[src/rtl/key_matrix_scanner.sv]
// rtl/key_matrix_scanner.sv - row-scanned keypad with per-key debounce and a press/release event FIFO
// Optional KEY_SCAN_RELEASE_EN: when defined, release transitions are queued as events too.
module key_matrix_scanner #(
  parameter int ROWS       = 4,
  parameter int COLS       = 4,
  parameter int SCAN_INTV  = 100_000,
  parameter int DEB_SCANS  = 3,
  parameter int FIFO_DEPTH = 4
) (
  input  logic                            clk,
  input  logic                            rst_n,
  output logic [ROWS-1:0]                 row_drv,
  input  logic [COLS-1:0]                 col_in,
  output logic                            key_valid,
  input  logic                            key_ready,
  output logic [$clog2(ROWS*COLS)-1:0]    key_code,
  output logic                            key_release,
  output logic [ROWS*COLS-1:0]            key_state,
  output logic                            overflow,
  input  logic                            ovf_clr
);

  localparam int NK  = ROWS * COLS;
  localparam int KW  = $clog2(NK);
  localparam int RW  = (ROWS > 1) ? $clog2(ROWS) : 1;
  localparam int CLW = (COLS > 1) ? $clog2(COLS) : 1;
  localparam int DW  = $clog2(SCAN_INTV);
  localparam int CW  = $clog2(DEB_SCANS + 1);
  localparam int AW  = $clog2(FIFO_DEPTH);

  typedef enum logic {DRIVE, EVAL} state_e;

  state_e           state_q, state_d;
  logic             started_q;
  logic [RW-1:0]    row_q, row_d;
  logic [DW-1:0]    dwell_q, dwell_d;
  logic [CLW-1:0]   col_q, col_d;
  logic [COLS-1:0]  raw_q, raw_d;
  logic [COLS-1:0]  sync1_q, sync2_q;
  logic [NK-1:0]    map_q, map_d;
  logic [CW-1:0]    cnt_q [NK];
  logic [CW-1:0]    cnt_d [NK];
  logic [KW-1:0]    k_idx;

  logic             push;
  logic             pop;
  logic             full;
  logic             do_push;
  logic [KW-1:0]    fcode_q [FIFO_DEPTH];
  logic [AW-1:0]    rd_q, wr_q;
  logic [AW:0]      level_q;
  logic             ovf_q;
`ifdef KEY_SCAN_RELEASE_EN
  logic             push_rel;
  logic             frel_q [FIFO_DEPTH];
`endif

  assign k_idx = KW'(int'(row_q) * COLS + int'(col_q));

  // Rows stay released until the first cycle after reset so row 0 gets a full dwell.
  assign row_drv = started_q ? ~(ROWS'(1) << row_q) : '1;

  always_comb begin
    state_d = state_q;
    row_d   = row_q;
    dwell_d = dwell_q;
    col_d   = col_q;
    raw_d   = raw_q;
    map_d   = map_q;
    cnt_d   = cnt_q;
    push    = 1'b0;
`ifdef KEY_SCAN_RELEASE_EN
    push_rel = 1'b0;
`endif
    case (state_q)
      DRIVE: begin
        if (started_q) begin
          if (dwell_q == DW'(SCAN_INTV - 1)) begin
            raw_d   = ~sync2_q;
            dwell_d = '0;
            col_d   = '0;
            state_d = EVAL;
          end else begin
            dwell_d = dwell_q + 1'b1;
          end
        end
      end
      EVAL: begin
        if (raw_q[col_q] == map_q[k_idx]) begin
          cnt_d[k_idx] = '0;
        end else if (cnt_q[k_idx] == CW'(DEB_SCANS - 1)) begin
          cnt_d[k_idx] = '0;
          map_d[k_idx] = raw_q[col_q];
`ifdef KEY_SCAN_RELEASE_EN
          push     = 1'b1;
          push_rel = map_q[k_idx];
`else
          push     = ~map_q[k_idx];
`endif
        end else begin
          cnt_d[k_idx] = cnt_q[k_idx] + 1'b1;
        end
        if (col_q == CLW'(COLS - 1)) begin
          col_d   = '0;
          state_d = DRIVE;
          row_d   = (row_q == RW'(ROWS - 1)) ? '0 : row_q + 1'b1;
        end else begin
          col_d = col_q + 1'b1;
        end
      end
      default: state_d = DRIVE;
    endcase
  end

  always_ff @(posedge clk) begin
    if (!rst_n) begin
      state_q   <= DRIVE;
      started_q <= 1'b0;
      row_q     <= '0;
      dwell_q   <= '0;
      col_q     <= '0;
      raw_q     <= '0;
      sync1_q   <= '1;
      sync2_q   <= '1;
      map_q     <= '0;
      for (int i = 0; i < NK; i++) cnt_q[i] <= '0;
    end else begin
      state_q   <= state_d;
      started_q <= 1'b1;
      row_q     <= row_d;
      dwell_q   <= dwell_d;
      col_q     <= col_d;
      raw_q     <= raw_d;
      sync1_q   <= col_in;
      sync2_q   <= sync1_q;
      map_q     <= map_d;
      cnt_q     <= cnt_d;
    end
  end

  // A full FIFO still takes a push when the head leaves in the same cycle.
  assign pop     = key_valid && key_ready;
  assign full    = (level_q == (AW + 1)'(FIFO_DEPTH));
  assign do_push = push && (!full || pop);

  always_ff @(posedge clk) begin
    if (!rst_n) begin
      rd_q    <= '0;
      wr_q    <= '0;
      level_q <= '0;
      ovf_q   <= 1'b0;
    end else begin
      if (do_push) wr_q <= wr_q + 1'b1;
      if (pop)     rd_q <= rd_q + 1'b1;
      level_q <= level_q + (AW + 1)'(do_push) - (AW + 1)'(pop);
      if (push && full && !pop) ovf_q <= 1'b1;
      else if (ovf_clr)         ovf_q <= 1'b0;
    end
  end

  always_ff @(posedge clk) begin
    if (do_push) begin
      fcode_q[wr_q] <= k_idx;
`ifdef KEY_SCAN_RELEASE_EN
      frel_q[wr_q]  <= push_rel;
`endif
    end
  end

  assign key_valid = (level_q != '0);
  assign key_code  = key_valid ? fcode_q[rd_q] : '0;
`ifdef KEY_SCAN_RELEASE_EN
  assign key_release = key_valid ? frel_q[rd_q] : 1'b0;
`else
  assign key_release = 1'b0;
`endif
  assign key_state = map_q;
  assign overflow  = ovf_q;

endmodule
[config.mk]
export PLATFORM = sky130hd
export DESIGN_NAME = key_matrix_scanner
export DESIGN_NICKNAME = d
export VERILOG_FILES = /design/src/rtl/key_matrix_scanner.sv
export SDC_FILE = /design/constraint.sdc
export NUM_CORES = 1
export LEC_CHECK = 0
export BUFFER_PORTS_ARGS = -buffer_cell sky130_fd_sc_hd__buf_2
export CAP_MARGIN = 20
export CORE_UTILIZATION = 54
export CTS_BUF_LIST = sky130_fd_sc_hd__clkbuf_16
export DETAILED_ROUTE_END_ITERATION = 7
export GPL_ROUTABILITY_DRIVEN = 1
export PLACE_DENSITY = 0.83
export SYNTH_ARGS = -nofsm -noshare
export SYNTH_HDL_FRONTEND = slang
export SYNTH_SLANG_ARGS = --single-unit
[constraint.sdc]
create_clock -name clk -period 3.94 [get_ports clk]
set_input_delay 0.394 -clock clk [delete_from_list [all_inputs] [get_ports clk]]
set_output_delay 0.394 -clock clk [all_outputs]
set_load 0.05 [all_outputs]
==> results summary, run 1 <==
In the routed layout, each cell is associated on average with a via count of 6.06. The headroom to the max-slew limit came out at 0.196. The pin count of the biggest net entering global routing came out at 84. The worst min-delay path class is in2reg. The height of the die is ~97 µm. The time the final worst path needs with I/O delays and setup came out at ~3.4 ns. The number of warnings issued by yosys is 0.

The global routing usage summed across all routing layers came out at 0.238. Once the clock tree was built, the resizer swapped 0 gates to a different size. The static power due to leakage came out at approximately 0.002 µW.

In this run the power spent charging and discharging nets is 702 µW. The register bit total from synthesis came out at ~110. The initial core utilization came out at 0.562. The DRC violations left came out at 0.

The number of buffers between clock root and the deepest sink is 2. The maximum fanout along the worst path came out at 15. The sum of overflow across all layers after global routing is 0. The count of buffers inserted at the top-level ports is 33.

The number of antenna violations at the first check in global routing came out at 0. Of the cells placed in the final design, the portion with a size suffix greater than 1 is 0.158. The number of buffers added to fix hold violations after cts came out at 0. The number of setup violations in the final report came out at 0. The final weighted congestion in routability-driven placement came out at 0.861. The mean post-synth cell area is approximately 10 µm². The total I/O pin count came out at 35. The area of the core is between 8000 and 9000 µm².

The buffers inserted during post-CTS setup optimization is 0. Of the total power, registers draw 0.491. TritonCTS built the clock tree. The power density normalized to cell area is between 400 and 500 nW/µm². The area growth from synthesis to layout is 10.5%. The number of enable-type register cells in the synthesized netlist is 16. For this block, the initial DRC count from the detailed router was about 270.

VDD sags by at most around 0.00023 V. The critical path data required time is around 4.2 ns. The most instantiated flip-flop cell in the synthesis netlist is sky130_fd_sc_hd__dfxtp_1. The area of the die is roughly 9500 µm². The data arrival time of the critical path came out at around 3.7 ns.

The core occupancy in the finished layout is 0.621. The switching power share of the total came out at 0.288. The width of the die is slightly below 100 µm. The post-synthesis async set-or-reset flop share came out at 0.

The part of the total power dissipated in combinational logic is 0.151. The via count of the first global-routing pass is about 3,600. Static timing analysis puts the maximum clock frequency at a little under 0.3 GHz. The HPWL after detailed placement is between 7000 and 8000 µm.

The start-to-end type of the worst setup path is reg2reg. The run finished with clean final reports. The worst setup path is launched from a flip-flop. The number of different library cells used by synthesis comes to roughly 50. For the pin with the worst max-slew slack, the measured transition is 1.21 ns. By area the synthesized netlist is led by sky130_fd_sc_hd__dfxtp_1, sky130_fd_sc_hd__edfxtp_1, sky130_fd_sc_hd__mux4_2. The total number of vias is 3,763. The remaining antenna violation count after routing is 0. The global-route wire length before repair came out at about 18,000 µm.

The number of buffers inserted during clock tree synthesis is 9. The internal power came out at ~1700 µW. The cell taking the most area after synthesis is sky130_fd_sc_hd__dfxtp_1. Row generation in the floorplan step produced 34 rows. The setup skew after layout came out at 0.0102 ns. The proportion of netlist area held by the largest area contributor came out at 0.378.

The portion of total power attributed to the clock network came out at 0.358. The share of the cycle needed by the critical path after routing came out at 0.859. The number of nets produced by synthesis came out at 509.

The worst setup path is captured at a flip-flop. Dividing the detail-routed wire length by the instance count gives 17.2 µm. CTS placed an instance of sky130_fd_sc_hd__clkbuf_16 at the clock tree root. The number of max-slew violations in the final report was 0. The max-capacitance violation count came out at 0.

The insertion delay of the later-clocked pin in the worst-skew pair is between 0.3 and 0.4 ns. The wire length after detailed routing came out at about 11,000 µm. Setup repair after global routing left no endpoint under its margin. In the final timing run, aggregate negative setup slack is 0 ns. The count of inserted antenna diode cells came out at 0. The hold slack is around 0.22 ns.

Clock-pin slew was measured on the worst setup and hold paths at about 0.07 ns. The cell count after synthesis came out at 484. The number of sinks handled by clock tree synthesis is roughly 110.

The depth of the CTS H-tree is 3. The count of endpoints failing hold in the final timing report came to 0. After synthesis the cells add up to about 4900 µm². The first TritonRoute pass finished after 5 iterations. The final layout net count came out at roughly 530. The sequential area share after synthesis is 0.476.
[worst paths after layout]
kind / from / endpoint / slack [ns] / cells past startpoint
max: col_q[0] / cnt_q[4] / 0.56 / 11
min: col_in[0] / sync1_q[0] / 0.22 / 2
max reg2reg: col_q[0] / cnt_q[4] / 0.56 / 11
min reg2reg: sync1_q[2] / sync2_q[2] / 0.41 / 1
[per-stage QoR]
step / setup WS [ns] / instance area, µm² / total power [µW] / cells
2_1_floorplan: 0.0516 / 4920 / 1520 / 484
3_3_place_gp: 0.627 / 5150 / 1580 / 604
3_5_place_dp: 0.563 / 5150 / 1590 / 604
4_1_cts: 0.482 / 5430 / 2450 / 620
5_1_grt: 0.308 / 5440 / 2550 / 621
6_report: 0.557 / 5440 / 2430 / 621
[registers in the layout, indices dropped and copies added (netlist names), named ones only]
signal     count
col_q          2
level_q        3
key_state     16
row_q          2
overflow       1
sync1_q        4
sync2_q        4
dwell_q       17
state_q        1
wr_q           2
started_q      1
rd_q           2
cnt_q         32
fcode_q       16
raw_q          4
[power groups by stage]
| stage | sequential, µW | combinational, µW | clock (µW) |
|---|---|---|---|
| after floorplan | 1210 | 305 | 0 |
| after global placement | 1220 | 360 | 0 |
| after detailed placement | 1220 | 372 | 0 |
| after CTS | 1200 | 373 | 882 |
| after global routing | 1210 | 403 | 940 |
| final | 1200 | 368 | 871 |
[synthesized netlist by cell type (3+ instances only)]
library cell,count
sky130_fd_sc_hd__a21oi_1,4
sky130_fd_sc_hd__a22oi_1,3
sky130_fd_sc_hd__and2_1,17
sky130_fd_sc_hd__clkbuf_1,21
sky130_fd_sc_hd__dfxtp_1,93
sky130_fd_sc_hd__edfxtp_1,16
sky130_fd_sc_hd__ha_1,16
sky130_fd_sc_hd__inv_1,13
sky130_fd_sc_hd__mux2_1,5
sky130_fd_sc_hd__mux2_2,4
sky130_fd_sc_hd__mux2i_1,5
sky130_fd_sc_hd__mux4_2,16
sky130_fd_sc_hd__nand2_1,46
sky130_fd_sc_hd__nand2b_1,11
sky130_fd_sc_hd__nand3_1,50
sky130_fd_sc_hd__nand4_1,6
sky130_fd_sc_hd__nor2_1,22
sky130_fd_sc_hd__nor2b_1,11
sky130_fd_sc_hd__nor3_1,7
sky130_fd_sc_hd__o211a_1,4
sky130_fd_sc_hd__o21ai_1,33
sky130_fd_sc_hd__o311ai_0,10
sky130_fd_sc_hd__o311ai_1,6
sky130_fd_sc_hd__o31ai_1,15
sky130_fd_sc_hd__xnor2_1,14
sky130_fd_sc_hd__xor2_1,5
[metal layers]
layer	vias to the layer above	wire [µm]	GRT usage
met4	0	262	0.0962
met2	156	5330	0.388
li1	1799	-	-
met3	33	715	0.0547
met1	1775	4360	0.305
met5	-	0	0
[final cells by class]
type                            count  area [µm²]
Inverter                           14        52.6
Fill cell                         709        3320
Sequential cell                   109        2340
Clock buffer                        9         225
Multi-Input combinational cell    333        2400
Clock inverter                      7        58.8
Timing Repair Buffer               41         225
Tap cell                          108         135
[worst max-delay path: stages, from the launching register on]
cell,delay (ns)
sky130_fd_sc_hd__dfxtp_1,0.33
sky130_fd_sc_hd__buf_4,0.25
sky130_fd_sc_hd__mux4_2,0.55
sky130_fd_sc_hd__mux4_2,0.48
sky130_fd_sc_hd__ha_1,0.20
sky130_fd_sc_hd__buf_4,0.16
sky130_fd_sc_hd__nand2b_1,0.18
sky130_fd_sc_hd__nor3_1,0.23
sky130_fd_sc_hd__a22o_1,0.20
sky130_fd_sc_hd__o21ai_1,0.24
sky130_fd_sc_hd__buf_4,0.27
sky130_fd_sc_hd__o21ai_1,0.19
[cells by family (layout without fill, tap and decap cells)]
kind of cell | count (synthesis) | after routing | synth area share
AOI/OAI and AO/OA | 83 | 83 | 0.113
DFF | 109 | 109 | 0.476
muxes | 31 | 31 | 0.107
buffers and inverters | 42 | 71 | 0.0364
xor gates and xnor gates | 19 | 19 | 0.0338
other | 1 | 1 | 0.000762
and+or+nand+nor | 182 | 182 | 0.188
adders and majority gates | 17 | 17 | 0.0447
[placed cells by master, fill, tap and decap left out, types with 2 or more instances in the layout]
master	instances
sky130_fd_sc_hd__nor2_1	22
sky130_fd_sc_hd__nor2b_1	11
sky130_fd_sc_hd__clkinv_4	2
sky130_fd_sc_hd__mux4_2	16
sky130_fd_sc_hd__xnor2_1	14
sky130_fd_sc_hd__mux2i_1	5
sky130_fd_sc_hd__o21ai_1	33
sky130_fd_sc_hd__o311ai_0	10
sky130_fd_sc_hd__a21oi_1	4
sky130_fd_sc_hd__mux2_1	5
sky130_fd_sc_hd__nand4_1	6
sky130_fd_sc_hd__nand3_1	50
sky130_fd_sc_hd__o22ai_1	2
sky130_fd_sc_hd__xor2_1	5
sky130_fd_sc_hd__nor3_1	7
sky130_fd_sc_hd__inv_1	13
sky130_fd_sc_hd__ha_1	16
sky130_fd_sc_hd__o211a_1	4
sky130_fd_sc_hd__buf_4	8
sky130_fd_sc_hd__inv_6	2
sky130_fd_sc_hd__o311ai_1	6
sky130_fd_sc_hd__and2_1	17
sky130_fd_sc_hd__a211oi_1	2
sky130_fd_sc_hd__edfxtp_1	16
sky130_fd_sc_hd__a22oi_1	3
sky130_fd_sc_hd__nand2b_1	11
sky130_fd_sc_hd__nor4_1	2
sky130_fd_sc_hd__buf_2	33
sky130_fd_sc_hd__nand2_1	46
sky130_fd_sc_hd__clkbuf_16	9
sky130_fd_sc_hd__o31ai_1	15
sky130_fd_sc_hd__dfxtp_1	93
sky130_fd_sc_hd__mux2_2	4
Power figures use the tool's default switching activity.
==> inputs of run 2 (changes only) <==
- CORE_UTILIZATION: 54 -> 25
- GPL_TIMING_DRIVEN: default -> 0
- PLACE_DENSITY: 0.83 -> 0.49
==> run 2 against run 1 <==
Against the previous run:
- flip-flop and latch count did not move
- clock power rose by 2.8%
- core utilization fell by 32 points
- final area rose by 5.6%
- highest routed layer unchanged
- critical path type unchanged
- count of clock-buffer cells in the layout did not move
==> results summary, run 2 (same netlist as run 1, synthesis figures left out) <==
The number of flip-flops under the largest register name came out at 32 (unchanged). Status: finished, final reports clean (unchanged). The count of buffers inserted at the top-level ports is 33 (unchanged). The global routing usage summed across all routing layers came out at 0.133 (was 0.238).

The via count of the first global-routing pass came out at 3,850 (was 3,588). The remaining antenna violation count after routing came out at 0 (unchanged). The start-to-end type of the worst setup path is reg2reg (unchanged). The placement row count is 50 (was 34). The data arrival time of the critical path came out at 3.88 ns (was 3.65 ns). The slowest library cell on the worst path is sky130_fd_sc_hd__mux4_2 (unchanged). The maximum frequency from static timing analysis came to 0.275 GHz (was 0.296 GHz). The kind of end point of the critical path is a flip-flop (unchanged).

The number of buffers between clock root and the deepest sink was 2 (unchanged). The number of max-slew violations in the final report came out at 0 (unchanged). Largest registers ranked by flip-flop count: cnt_q: 32 flops, dwell_q: 17 flops (unchanged).

The number of sinks handled by clock tree synthesis was 109 (unchanged). The setup TNS after final layout came out at 0 ns (unchanged). The buffers plus inverters on the worst setup path came out at 3 (unchanged). The number of antenna violations at the first check in global routing was 0 (unchanged). The post-DP HPWL came out at 9250 µm (was 7320 µm). The final weighted congestion in routability-driven placement came out at 0.820 (was 0.861). The worst stage delay on the critical path came out at 0.53 ns (was 0.55 ns). The static power due to leakage came out at 0.00197 µW (was 0.00195 µW).

The initial core utilization is 0.259 (was 0.562). The power density normalized to cell area came to 429 nW/µm² (was 448 nW/µm²). The leading cell type in the layout, fill and taps excluded is sky130_fd_sc_hd__dfxtp_1 (unchanged).

The clock transition at the registers of the reported paths is 0.07 ns (about the same). The worst voltage drop across the vdd grid is 0.000181 V (was 0.000231 V). Unrepaired setup endpoints after global routing: no (unchanged). The depth of the CTS H-tree came out at 3 (unchanged). The time the final worst path needs with I/O delays and setup came out at 3.64 ns (was 3.38 ns). The number of buffers inserted during clock tree synthesis came out at 9 (unchanged). The cell class contributing the biggest share of worst-path delay was multiplexers (unchanged). The total instance count after detailed placement is 777 (was 604).

The area growth from synthesis to layout is 16.7% (was 10.5%). The total number of vias was 3,750 (was 3,763). The startpoint class of the critical path is a flip-flop (unchanged). The number of detailed-routing iterations run before antenna repair was 4 (was 5). The count of endpoints failing hold in the final timing report was 0 (unchanged).

The non-filler instance count after layout is 793 (was 621). The count of inserted antenna diode cells came to 0 (unchanged). The per-cell routed wire length came out at 15.8 µm (was 17.2 µm).

The core occupancy in the finished layout came out at 0.302 (was 0.621). The setup skew after layout came out at 0.0106 ns (was 0.0102 ns). The total I/O pin count came to 35 (unchanged).

Chain of cells forming the critical path: buf_6 > buf_6 > mux4_2 > mux2i_1 > mux2_2 > ha_4 > nand2_2 > nor4b_4 > ha_1 > inv_1 > fa_1 > xnor2_1 > xnor2_1 > and2_1 (was buf_4 > mux4_2 > mux4_2 > ha_1 > buf_4 > nand2b_1 > nor3_1 > a22o_1 > o21ai_1 > buf_4 > o21ai_1). The final layout net count is 553 (was 533). Leading cell types in the layout, fill and taps excluded: sky130_fd_sc_hd__dfxtp_1, sky130_fd_sc_hd__nand3_1, sky130_fd_sc_hd__nand2_1, sky130_fd_sc_hd__buf_2, sky130_fd_sc_hd__o21ai_1 (was sky130_fd_sc_hd__dfxtp_1, sky130_fd_sc_hd__nand3_1, sky130_fd_sc_hd__nand2_1, sky130_fd_sc_hd__o21ai_1, sky130_fd_sc_hd__buf_2). The global-route wire length before repair is 20,600 µm (was 17,900 µm). The critical path data required time is 4.19 ns (was 4.21 ns). The worst min-delay path class is in2reg (unchanged).

The met2 routing resource usage after global routing is 0.220 (was 0.388). The headroom to the max-slew limit came out at 0.473 (was 0.196). The height of the die came out at 142 µm (was 97.5 µm). The DRC violations left is 0 (unchanged). The internal reg-to-reg setup slack came out at 0.30 ns (was 0.56 ns). The share of the cycle needed by the critical path after routing was 0.923 (was 0.859). The peak-usage layer in the global routing report is met2 (unchanged). The routed via count divided by cell count is 4.73 (was 6.06). The max-capacitance violation count is 0 (unchanged). The pin count of the biggest net entering global routing was 21 (was 84). The worst-margin pin slew was 0.779 ns (was 1.21 ns). The hold slack came out at 0.216 ns (was 0.221 ns). The insertion delay of the later-clocked pin in the worst-skew pair is 0.36 ns (about the same). The global-route met3 utilization came to 0.0373 (was 0.0547). The register ranked first by flip-flop count is cnt_q (unchanged). The maximum fanout along the worst path is 10 (was 15). The clock root buffer is sky130_fd_sc_hd__clkbuf_16 (unchanged).

The wire length after detailed routing came out at 12,500 µm (was 10,700 µm). The area of the core is 19,000 µm² (was 8760 µm²). The area of the die is 20,200 µm² (was 9500 µm²). The width of the die is 142 µm (was 97.5 µm). The number of setup violations in the final report came out at 0 (unchanged). The clock tree from TritonCTS is yes (unchanged). The met1 track demand over resource is 0.168 (was 0.305). The fraction of layout cells with a size suffix above 1 is 0.158 (about the same). The iteration-0 DRC count of the detailed router is 260 (was 274). The sum of overflow across all layers after global routing came out at 0 (unchanged).
-- run 2: cell count changes in the layout (fill, tap and decap cells not counted), sizes merged --
cell	previous run	this run
buf	41	40
inv	17	18
clkbuf	9	30
clkinv	3	2
-- run 2: per-layer routing --
layer  vias up  share of wire
met5         -              0
met4         0          0.015
met3        10          0.035
met2        61           0.49
met1      1829           0.46
li1       1850              -
-- run 2: area by class of cell --
type / count / area, µm²
multi-input cells: 333 / 2420
clock buffers: 9 / 225
repair buffers: 34 / 173
plain buffers: 27 / 130
flip-flops and latches: 109 / 2350
inverters: 14 / 52.6
clock inverters: 7 / 66.3
well taps: 260 / 325
fillers: 2016 / 13300
-- run 2: report_power, final --
part	internal (µW)	switching (µW)
Clock	445	450
Sequential	1160	36.8
Combinational	137	237
Total	1740	724
-- run 2: what timing repair did --
action                                  in CTS  in global routing
endpoints found under the setup margin      42                 21
endpoints found under the hold margin        0                  0
resized for setup                            6                  4
pin swaps                                    1                  0
buffers inserted                             1                  0
hold buffers                                 0                  0
-- run 2: worst paths after layout --
check | startpoint | endpoint | depth (start not counted)
setup / recovery | col_q[0] | level_q[2] | 14
hold / removal | col_in[0] | sync1_q[0] | 2
setup reg to reg | col_q[0] | level_q[2] | 14
hold reg to reg | sync1_q[0] | sync2_q[0] | 1
-- run 2: metrics by stage --
step | power, µW | worst slack [ns] | cell area [µm²]
floorplan | 1520 | 0.0516 | 4920
CTS | 2500 | 0.0480 | 5730
detailed placement | 1600 | -1.03 | 5410
global placement | 1600 | -0.952 | 5410
finish | 2460 | 0.305 | 5740
global route | 2580 | 0.0793 | 5740
==> inputs of run 3 (changes only) <==
- CORE_UTILIZATION: 25 -> 40
- PLACE_DENSITY: 0.49 -> 0.67
==> run 3 against run 2 <==
Against the previous run:
- clock power is 2.5% higher
- critical endpoint unchanged
- largest cell class unchanged
- die area is 37% lower
- clock skew fell by 0.0039 ns
==> results summary, run 3 (same netlist as run 1, synthesis figures left out) <==
Status: finished, final reports clean (unchanged). The worst min-delay path class is in2reg (unchanged). Leading cell types in the layout, fill and taps excluded: sky130_fd_sc_hd__dfxtp_1, sky130_fd_sc_hd__nand3_1, sky130_fd_sc_hd__nand2_1, sky130_fd_sc_hd__buf_2, sky130_fd_sc_hd__o21ai_1 (unchanged). The critical path data required time came out at 4.19 ns (about the same). The final layout net count was 553 (unchanged). The overall power is 2480 µW (was 2460 µW). The area of the core is 12,000 µm² (was 19,000 µm²).

The maximum fanout along the worst path came out at 10 (unchanged). The wire length after detailed routing is 11,100 µm (was 12,500 µm). The initial core utilization came out at 0.410 (was 0.259).

The depth of the CTS H-tree is 3 (unchanged). The share of the cycle needed by the critical path after routing came out at 0.928 (was 0.923). The count of buffers inserted at the top-level ports is 33 (unchanged). The number of buffers inserted during clock tree synthesis came out at 9 (unchanged). The power density normalized to cell area is 441 nW/µm² (was 429 nW/µm²). The width of the die is 113 µm (was 142 µm).

The peak-usage layer in the global routing report is met2 (unchanged). The total placed instance area is 5270 µm² (was 5410 µm²). The number of flip-flops under the largest register name is 32 (unchanged). The static power due to leakage is 0.00197 µW (about the same).

The total I/O pin count is 35 (unchanged). The number of max-slew violations in the final report is 0 (unchanged). The number of antenna violations at the first check in global routing came out at 0 (unchanged). The number of buffers between clock root and the deepest sink is 2 (unchanged).

The data arrival time of the critical path came to 3.91 ns (was 3.88 ns). The clock tree from TritonCTS is yes (unchanged). The final design instance area without fill came out at 5620 µm² (was 5740 µm²).

The global-route met3 utilization was 0.0466 (was 0.0373). The final weighted congestion in routability-driven placement is 0.865 (was 0.820). The worst-margin pin slew was 0.774 ns (was 0.779 ns). The start-to-end type of the worst setup path was reg2reg (unchanged). The met2 routing resource usage after global routing is 0.325 (was 0.220). The time the final worst path needs with I/O delays and setup came to 3.66 ns (was 3.64 ns).

The post-DP HPWL came out at 8040 µm (was 9250 µm). The leading cell type in the layout, fill and taps excluded is sky130_fd_sc_hd__dfxtp_1 (unchanged). The sum of overflow across all layers after global routing came out at 0 (unchanged). The via count of the first global-routing pass is 3,777 (was 3,850). The headroom to the max-slew limit came out at 0.477 (was 0.473). The clock transition at the registers of the reported paths was 0.07 ns (about the same). The number of setup violations in the final report came out at 0 (unchanged). The routed via count divided by cell count was 5.64 (was 4.73). The number of buffers added to fix hold violations after cts is 0 (unchanged). The count of inserted antenna diode cells is 0 (unchanged).

Largest registers ranked by flip-flop count: cnt_q: 32 flops, dwell_q: 17 flops (unchanged). The number of sinks handled by clock tree synthesis is 109 (unchanged). The total number of vias came out at 3,837 (was 3,750). The clock root buffer is sky130_fd_sc_hd__clkbuf_16 (unchanged). The maximum frequency from static timing analysis came out at 0.273 GHz (was 0.275 GHz). The insertion delay of the later-clocked pin in the worst-skew pair was 0.35 ns (was 0.36 ns).

The setup TNS after final layout is 0 ns (unchanged). The kind of end point of the critical path is a flip-flop (unchanged). The count of endpoints failing hold in the final timing report is 0 (unchanged).

The remaining antenna violation count after routing came to 0 (unchanged). The pin count of the biggest net entering global routing is 20 (was 21). The fraction of layout cells with a size suffix above 1 is 0.158 (unchanged).

The met1 track demand over resource is 0.233 (was 0.168). The register ranked first by flip-flop count is cnt_q (unchanged). The DRC violations left came to 0 (unchanged).

Unrepaired setup endpoints after global routing: no (unchanged). The height of the die is 113 µm (was 142 µm). The max-capacitance violation count is 0 (unchanged). The area growth from synthesis to layout was 14.1% (was 16.7%). The startpoint class of the critical path was a flip-flop (unchanged). The number of detailed-routing iterations run before antenna repair is 5 (was 4).

The iteration-0 DRC count of the detailed router is 315 (was 260). The placement row count came out at 40 (was 50). The global routing usage summed across all routing layers is 0.188 (was 0.133). The setup skew after layout is 0.00667 ns (was 0.0106 ns). The global-route wire length before repair was 18,700 µm (was 20,600 µm).

The worst voltage drop across the vdd grid is 0.000224 V (was 0.000181 V). The per-cell routed wire length came out at 16.3 µm (was 15.8 µm). The area of the die came out at 12,700 µm² (was 20,200 µm²).
[run 3: changes by cell type in the layout (fill, tap and decap cells not counted), sizes merged]
cell      change
bufinv        +1
clkinv        +1
clkinvlp      -1
inv           -1
[run 3: worst max-delay path: stages, from the launching register on]
cell,delay (ns)
sky130_fd_sc_hd__dfxtp_4,0.43
sky130_fd_sc_hd__buf_6,0.20
sky130_fd_sc_hd__buf_4,0.24
sky130_fd_sc_hd__mux4_2,0.56
sky130_fd_sc_hd__mux2i_1,0.16
sky130_fd_sc_hd__mux2_2,0.21
sky130_fd_sc_hd__ha_4,0.22
sky130_fd_sc_hd__nand2_2,0.15
sky130_fd_sc_hd__nor4b_4,0.35
sky130_fd_sc_hd__ha_1,0.19
sky130_fd_sc_hd__inv_1,0.05
sky130_fd_sc_hd__fa_1,0.37
sky130_fd_sc_hd__xnor2_1,0.14
sky130_fd_sc_hd__xnor2_1,0.12
sky130_fd_sc_hd__and2_1,0.15
[run 3: metrics by stage]
stage | setup slack [ns] | cells | hold WS [ns] | util
final | 0.282 | 680 | 0.223 | 0.468
after global routing | 0.0330 | 680 | 0.222 | 0.468
after CTS | 0.0640 | 680 | 0.212 | 0.466
after detailed placement | -0.911 | 664 | 0.398 | 0.439
after global placement | -0.764 | 664 | 0.396 | 0.439
after floorplan | 0.0516 | 484 | 0.386 | -
[run 3: layer usage]
layer	wire, µm	vias up
li1	-	1853
met1	4850	1833
met2	5360	129
met4	198	0
met3	673	22
met5	0	-
[run 3: report_power, final]
group / switching [µW] / internal (µW) / leakage, µW / total [µW]
clock network: 414 / 503 / 0.000151 / 917
registers: 35.9 / 1160 / 0.000901 / 1190
logic: 231 / 137 / 0.000920 / 368
total: 681 / 1800 / 0.00197 / 2480
[run 3: final cells by class]
class	instances	area, µm²
fillers	1157	6390
flip-flops and latches	109	2350
well taps	147	184
inverters	14	52.6
clock inverters	7	82.6
plain buffers	27	126
repair buffers	34	173
multi-input cells	333	2430
clock buffers	9	225
[run 3: final timing paths]
check	from	endpoint	slack [ns]	cells after the start
max reg2reg	col_q[0]	level_q[2]	0.28	14
min	col_in[0]	sync1_q[0]	0.22	2
min reg2reg	sync1_q[1]	sync2_q[1]	0.41	1
max	col_q[0]	level_q[2]	0.28	14
[run 3: timing repair]
action,CTS,global route
endpoints found under the hold margin,0,0
setup endpoints to repair,47,21
buffers inserted,1,0
resized for setup,6,3
pin swaps,1,0
